<file path="src/rtl/bios_loader_if.sv">
// BIOS word port between bios_loader (master) and system (slave).
// Carries word address/data, write request and the acknowledge.
interface bios_loader_if #(
  parameter int AW = 13
);
  logic [AW-1:0] bios_addr;
  logic [15:0]   bios_din;
  logic          bios_wr;
  logic          bios_req;

  modport master (
    output bios_addr,
    output bios_din,
    output bios_wr,
    input  bios_req
  );

  modport slave (
    input  bios_addr,
    input  bios_din,
    input  bios_wr,
    output bios_req
  );
endinterface

</file>
<file path="src/rtl/bios_loader.sv">
// Streams an HPS ioctl BIOS download into system's BIOS load port.
// Ports: ioctl_* from HPS, ioctl_wait back-pressure, bus (word port),
// bios_loaded / bios_err status, clk_sys and async active-low reset_n.
module bios_loader #(
  parameter int         AW    = 13,
  parameter int         DEPTH = 8,
  parameter logic [7:0] INDEX = 8'd0
) (
  input  logic          clk_sys,
  input  logic          reset_n,
  input  logic          ioctl_download,
  input  logic [7:0]    ioctl_index,
  input  logic          ioctl_wr,
  input  logic [24:0]   ioctl_addr,
  input  logic [7:0]    ioctl_dout,
  output logic          ioctl_wait,
  output logic          bios_loaded,
  output logic [1:0]    bios_err,
  bios_loader_if.master bus
);

  localparam int PW = $clog2(DEPTH);
  localparam int CW = PW + 1;
  localparam int EW = AW + 16;
  localparam logic [CW-1:0] FULL_C = CW'(DEPTH);
  localparam logic [CW-1:0] WAIT_C = CW'(DEPTH - 2);

  typedef enum logic [1:0] {IDLE, LOAD, FLUSH, DONE} state_t;

  state_t        state, state_nxt;
  logic          dl_q, req_q, hold, pend;
  logic [7:0]    lo_byte;
  logic [AW-1:0] lo_addr;
  logic [EW-1:0] mem [DEPTH];
  logic [PW-1:0] wr_ptr, rd_ptr;
  logic [CW-1:0] count;

  logic          dl_rise, dl_fall, start_ok;
  logic          start, flush_done;
  logic          in_rng, byte_ev;
  logic          odd_push, even_lat, oor, tail;
  logic          push_req, full, push, drop, pop;
  logic          hold_nxt, wr_nxt;
  logic [EW-1:0] push_ent, head;

  assign dl_rise  = ioctl_download & ~dl_q;
  assign dl_fall  = ~ioctl_download & dl_q;
  assign start_ok = dl_rise && (ioctl_index == INDEX);

  assign in_rng   = (ioctl_addr >> (AW + 1)) == 25'd0;
  assign byte_ev  = (state == LOAD) && ioctl_wr;
  assign odd_push = byte_ev && in_rng && ioctl_addr[0];
  assign even_lat = byte_ev && in_rng && !ioctl_addr[0];
  assign oor      = byte_ev && !in_rng;
  // an unpaired even byte is flushed as a zero-padded word
  assign tail     = (state == LOAD) && dl_fall && pend;

  assign push_req = odd_push || tail;
  assign full     = count == FULL_C;
  assign push     = push_req && !full;
  assign drop     = push_req && full;
  assign pop      = bus.bios_wr && bus.bios_req && !req_q;

  assign push_ent = tail ? {lo_addr, 8'h00, lo_byte}
                         : {ioctl_addr[AW:1], ioctl_dout, lo_byte};
  assign head     = mem[rd_ptr];

  // hold blocks re-presentation until the ack is seen low
  assign hold_nxt = pop | (hold & bus.bios_req);
  assign wr_nxt   = (count != '0) && !pop && !hold_nxt;

  always_comb begin
    state_nxt = state;
    unique case (state)
      IDLE, DONE: if (start_ok) state_nxt = LOAD;
      LOAD:       if (dl_fall)  state_nxt = FLUSH;
      FLUSH: begin
        if (count == '0 && !bus.bios_wr && !bus.bios_req)
          state_nxt = DONE;
      end
      default:    state_nxt = IDLE;
    endcase
  end

  assign start      = (state_nxt == LOAD) && (state != LOAD);
  assign flush_done = (state == FLUSH) && (state_nxt == DONE);

  always_ff @(posedge clk_sys)
    if (push) mem[wr_ptr] <= push_ent;

  always_ff @(posedge clk_sys or negedge reset_n) begin
    if (!reset_n) begin
      state         <= IDLE;
      dl_q          <= 1'b0;
      req_q         <= 1'b0;
      hold          <= 1'b0;
      pend          <= 1'b0;
      lo_byte       <= '0;
      lo_addr       <= '0;
      wr_ptr        <= '0;
      rd_ptr        <= '0;
      count         <= '0;
      ioctl_wait    <= 1'b0;
      bios_loaded   <= 1'b0;
      bios_err      <= '0;
      bus.bios_wr   <= 1'b0;
      bus.bios_addr <= '0;
      bus.bios_din  <= '0;
    end else begin
      state      <= state_nxt;
      dl_q       <= ioctl_download;
      req_q      <= bus.bios_req;
      ioctl_wait <= count >= WAIT_C;
      if (start) begin
        wr_ptr        <= '0;
        rd_ptr        <= '0;
        count         <= '0;
        pend          <= 1'b0;
        hold          <= 1'b0;
        bios_err      <= '0;
        bios_loaded   <= 1'b0;
        bus.bios_wr   <= 1'b0;
        bus.bios_addr <= '0;
        bus.bios_din  <= '0;
      end else begin
        if (even_lat) begin
          lo_byte <= ioctl_dout;
          lo_addr <= ioctl_addr[AW:1];
          pend    <= 1'b1;
        end
        if (push_req) pend <= 1'b0;
        if (push) wr_ptr <= wr_ptr + 1'b1;
        if (pop)  rd_ptr <= rd_ptr + 1'b1;
        count       <= count + CW'(push) - CW'(pop);
        hold        <= hold_nxt;
        bus.bios_wr <= wr_nxt;
        if (wr_nxt && !bus.bios_wr)
          {bus.bios_addr, bus.bios_din} <= head;
        if (tail)        bios_err[0] <= 1'b1;
        if (oor || drop) bios_err[1] <= 1'b1;
        if (flush_done)  bios_loaded <= 1'b1;
      end
    end
  end

endmodule

</file>
<file path="src/flat_wrapper.sv">
// flat-port wrapper written by rule: the top's interface ports become plain ports
module bios_loader_flat 
#(
  parameter int         AW    = 13,
  parameter int         DEPTH = 8,
  parameter logic [7:0] INDEX = 8'd0
)
  (clk_sys, reset_n, ioctl_download, ioctl_index, ioctl_wr, ioctl_addr, ioctl_dout, ioctl_wait, bios_loaded, bios_err, bus_bios_addr, bus_bios_din, bus_bios_wr, bus_bios_req);
  bios_loader_if #(.AW(AW)) bus_i ();
  input  logic clk_sys;
  input  logic reset_n;
  input  logic ioctl_download;
  input  logic [7:0] ioctl_index;
  input  logic ioctl_wr;
  input  logic [24:0] ioctl_addr;
  input  logic [7:0] ioctl_dout;
  output logic ioctl_wait;
  output logic bios_loaded;
  output logic [1:0] bios_err;
  output wire logic [$bits(bus_i.bios_addr)-1:0] bus_bios_addr;
  output wire logic [$bits(bus_i.bios_din)-1:0] bus_bios_din;
  output wire logic [$bits(bus_i.bios_wr)-1:0] bus_bios_wr;
  input wire logic [$bits(bus_i.bios_req)-1:0] bus_bios_req;
  assign bus_bios_addr = bus_i.bios_addr;
  assign bus_bios_din = bus_i.bios_din;
  assign bus_bios_wr = bus_i.bios_wr;
  assign bus_i.bios_req = bus_bios_req;
  bios_loader #(.AW(AW), .DEPTH(DEPTH), .INDEX(INDEX)) u_core (.clk_sys(clk_sys), .reset_n(reset_n), .ioctl_download(ioctl_download), .ioctl_index(ioctl_index), .ioctl_wr(ioctl_wr), .ioctl_addr(ioctl_addr), .ioctl_dout(ioctl_dout), .ioctl_wait(ioctl_wait), .bios_loaded(bios_loaded), .bios_err(bios_err), .bus(bus_i));
endmodule
</file>
<file path="config.mk">
export PLATFORM = sky130hd
export DESIGN_NAME = bios_loader_flat
export DESIGN_NICKNAME = d
export VERILOG_FILES = /design/src/rtl/bios_loader_if.sv /design/src/rtl/bios_loader.sv /design/src/flat_wrapper.sv
export SDC_FILE = /design/constraint.sdc
export NUM_CORES = 1
export LEC_CHECK = 0
export ABC_AREA = 1
export CAP_MARGIN = 20
export CORE_ASPECT_RATIO = 0.6
export CORE_UTILIZATION = 64
export DETAILED_ROUTE_END_ITERATION = 8
export HOLD_SLACK_MARGIN = 0.05
export PLACE_DENSITY_LB_ADDON = 0.1
export SYNTH_ARGS = -nofsm -noshare
export SYNTH_HDL_FRONTEND = slang
export SYNTH_SLANG_ARGS = --single-unit
</file>
<file path="constraint.sdc">
create_clock -name clk_sys -period 6.95 [get_ports clk_sys]
set_input_delay 1.0425 -clock clk_sys [delete_from_list [all_inputs] [get_ports clk_sys]]
set_output_delay 1.0425 -clock clk_sys [all_outputs]
set_load 0.02 [all_outputs]
</file>
==> metrics.cfg <==
[yosys]
synth_top_area_share_pct=55.31
avgSynthCellArea_um2=11.28
synthTopCellsByCount=nand2_1 (270), edfxtp_1 (232), nor2_1 (141), a21oi_1 (80), dfrtp_1 (71)
syn_nets=1175
yosysWarnings=0
ys_seq_elements=303
synthArstFlopShare_pct=23.43
syn_inst=1117
synth_ff_type=edfxtp_1
synth.yosys.seq_area_share_pct=69.41
synth_top_cell_by_area=edfxtp_1
synthTopCellsByArea=edfxtp_1 (55%), dfrtp_1 (14%), nand2_1 (8.0%)
synthMostInstantiatedCell=nand2_1
synth-edff-count=232
syn_area_um2=12600
ys_types=31

[critical_path]
r2r-end=u_core.mem[1][14]$_DFFE_PP_
crit_arrival_ns=3.43
required_ns=7.13
rr_startpoint=u_core.state[1]$_DFF_PN0_
ff2ff_path_depth=10
reg2reg_setup_slack_ns=4.01
start_kind=input pin
critPathCaptureType=flip-flop
crit_path_max_fanout=38
crit_type=input pin to flip-flop

[pwr]
ir_drop_uv=271.0
leakagePower_nw=5.823
power.density_nw_per_um2=354.5
power.share.clock_pct=29.2
swShare_pct=33.59
seqPwrFrac_pct=42.0
p_switching_w=0.001717
p_int_w=0.003396
pwr-share-comb_pct=28.8

[cells_and_area]
multiInputGateArea_um2=3324
stdcell_area_um2=14430
antenna_cells=0
drive_above_1_share_pct=8.090
area_growth_pct=14.52
regArea_um2=8748
final_net_count=1238
final_cells=1465
fillerInstances=1263

[cts]
cts_sinks=303
post-cts-setup-buffers=0
cts_made_buffers=27
insertion_delay_ns=0.53
root_buffer=clkbuf_16
cts-resized-gates=0
htree_levels=1
hold_buffers=0
cts_buffer_depth=3
path_clk_slew_ns=0.06
cts_tree=done

[place]
gp_congestion=0.7722
numPortBuffers=79
pre_cts_ws_ns=3.115
dp_cells=1417
hpwl_mm=15.67
place_area_um2=13540

[global_routing]
grt_usage_pct=28.57
grt_first_pass_wirelength_mm=43.90
met1_usage_pct=43.90
grt-ovfl-total=0
grtUsageMet2_pct=43.62
grt_pass1_vias=7970
grt_max_degree=85
use_met3_pct=4.895
grt-busiest-layer=met1
antenna_found_initial=0

[outcome]
outcome=finished, final reports clean

[floorplanning]
die_h_um=110.7
rows=39
initial_core_util_pct=65.85
coreArea_um2=19130
die_w_um=183.1
die-area_um2=20260
ios=80

[routing]
first_pass_iters=5
via_per_inst=5.737
drtIter0Drc=930
drc=0
via_count=8404
routed_wl_mm=27.84
ant_nets=0
wire_per_inst_um=19.00

[sta]
setup_viol=0
rsz0062_at_grt=no
worst_pin_slew_ns=1.054
finalHoldViolCount=0
tns_ns=0
period_needed_ns=3.253
slew_headroom_pct=29.01
fmax_ghz=0.3074
period_share_pct=46.80
fin_skew_ns=0.008842
setup_ws_ns=3.697
maxSlewViolCount=0
fin_hold_ws_ns=0.3005

[min_path]
hold_path_class=input pin to asynchronous set/reset pin

[run]
max_cap_violations=0

==> per-layer routing <==
layer	routed length [um]	vias up
met4	389	0
li1	-	3966
met1	12190	4027
met2	12730	375
met3	2519	36
met5	0	-
==> layout by cell type (no fill, tap or decap), drive strengths merged <==
cell           instances
nand2                273
edfxtp               232
nor2                 146
a21oi                 90
clkdlybuf4s50         78
dfrtp                 71
o21ai                 65
o31ai                 56
inv                   51
nand3                 48
clkbuf                35
buf                   20
ha                    11
clkinv                10
xor2                   4
bufinv                 3
and2                   1
nand4                  1
xnor2                  1
or2                    1
fa                     1
clkinvlp               1
==> critical path, cell delays in order <==
cell and delay, ns:
clkdlybuf4s50_1 0.46, nor2_2 0.14, nand3_1 0.07, buf_4 0.28
nand2_1 0.14, nand2_1 0.11, inv_1 0.13, nand2_1 0.16
nor2_2 0.41, buf_4 0.47
==> through the flow <==
stage | total power, W | utilization (%)
final | 0.005113 | 75.41
after floorplan | 0.003221 | -
after CTS | 0.005117 | 75.41
after detailed placement | 0.003637 | 70.76
after global placement | 0.003599 | 70.76
after global routing | 0.005352 | 75.41
==> worst max path at each step <==
stage | startpoint | end | slack [ns] | depth (start not counted)
2_1_floorplan | ioctl_addr[23] | u_core.mem[0][0]$_DFFE_PP_ | 3.39 | 8
3_3_place_gp | ioctl_download | u_core.mem[1][9]$_DFFE_PP_ | 3.18 | 10
3_5_place_dp | ioctl_download | u_core.mem[1][13]$_DFFE_PP_ | 3.12 | 10
4_1_cts | ioctl_download | u_core.mem[1][14]$_DFFE_PP_ | 3.67 | 10
5_1_grt | ioctl_download | u_core.mem[1][14]$_DFFE_PP_ | 3.50 | 10
6_report | ioctl_download | u_core.mem[1][14]$_DFFE_PP_ | 3.70 | 10
==> cell type report <==
| class | instances | area share (%) |
|---|---|---|
| clock inverters | 13 | 0.9975 |
| clock buffers | 35 | 5.170 |
| multi-input cells | 698 | 23.05 |
| repair buffers | 98 | 6.453 |
| inverters | 52 | 1.379 |
| flip-flops and latches | 303 | 60.65 |
| well taps | 266 | 2.307 |
==> sequential cells by signal, indices dropped and copies added, names as in the netlist <==
name                  cells
u_core.mem              232
u_core.bus.bios_wr        1
u_core.bus.bios_din      16
u_core.wr_ptr             3
u_core.lo_addr           13
u_core.count              4
u_core.ioctl_wait         1
u_core.hold               1
u_core.bios_loaded        1
u_core.bios_err           2
u_core.dl_q               1
u_core.lo_byte            8
u_core.rd_ptr             3
u_core.state              2
u_core.bus.bios_addr     13
u_core.pend               1
u_core.req_q              1
==> power groups by stage <==
stage,Combinational (W),Sequential [W],Clock [W]
4_1_cts,0.00147,0.00215,0.00151
5_1_grt,0.00162,0.00216,0.00158
6_report,0.00147,0.00215,0.00149
3_5_place_dp,0.00146,0.00218,0
2_1_floorplan,0.000994,0.00223,0
3_3_place_gp,0.00142,0.00218,0
==> kinds of logic (layout without fill, tap and decap cells) <==
kind of cell,Yosys count,in the layout,synth area share (%)
xor gates and xnor gates,5,5,0.3477
AOI/OAI and AO/OA,211,211,9.794
buffers and inverters,116,198,4.371
and+or+nand+nor,470,470,14.82
DFF,303,303,69.41
adders and majority gates,12,12,1.252
Power figures use the tool's default switching activity.
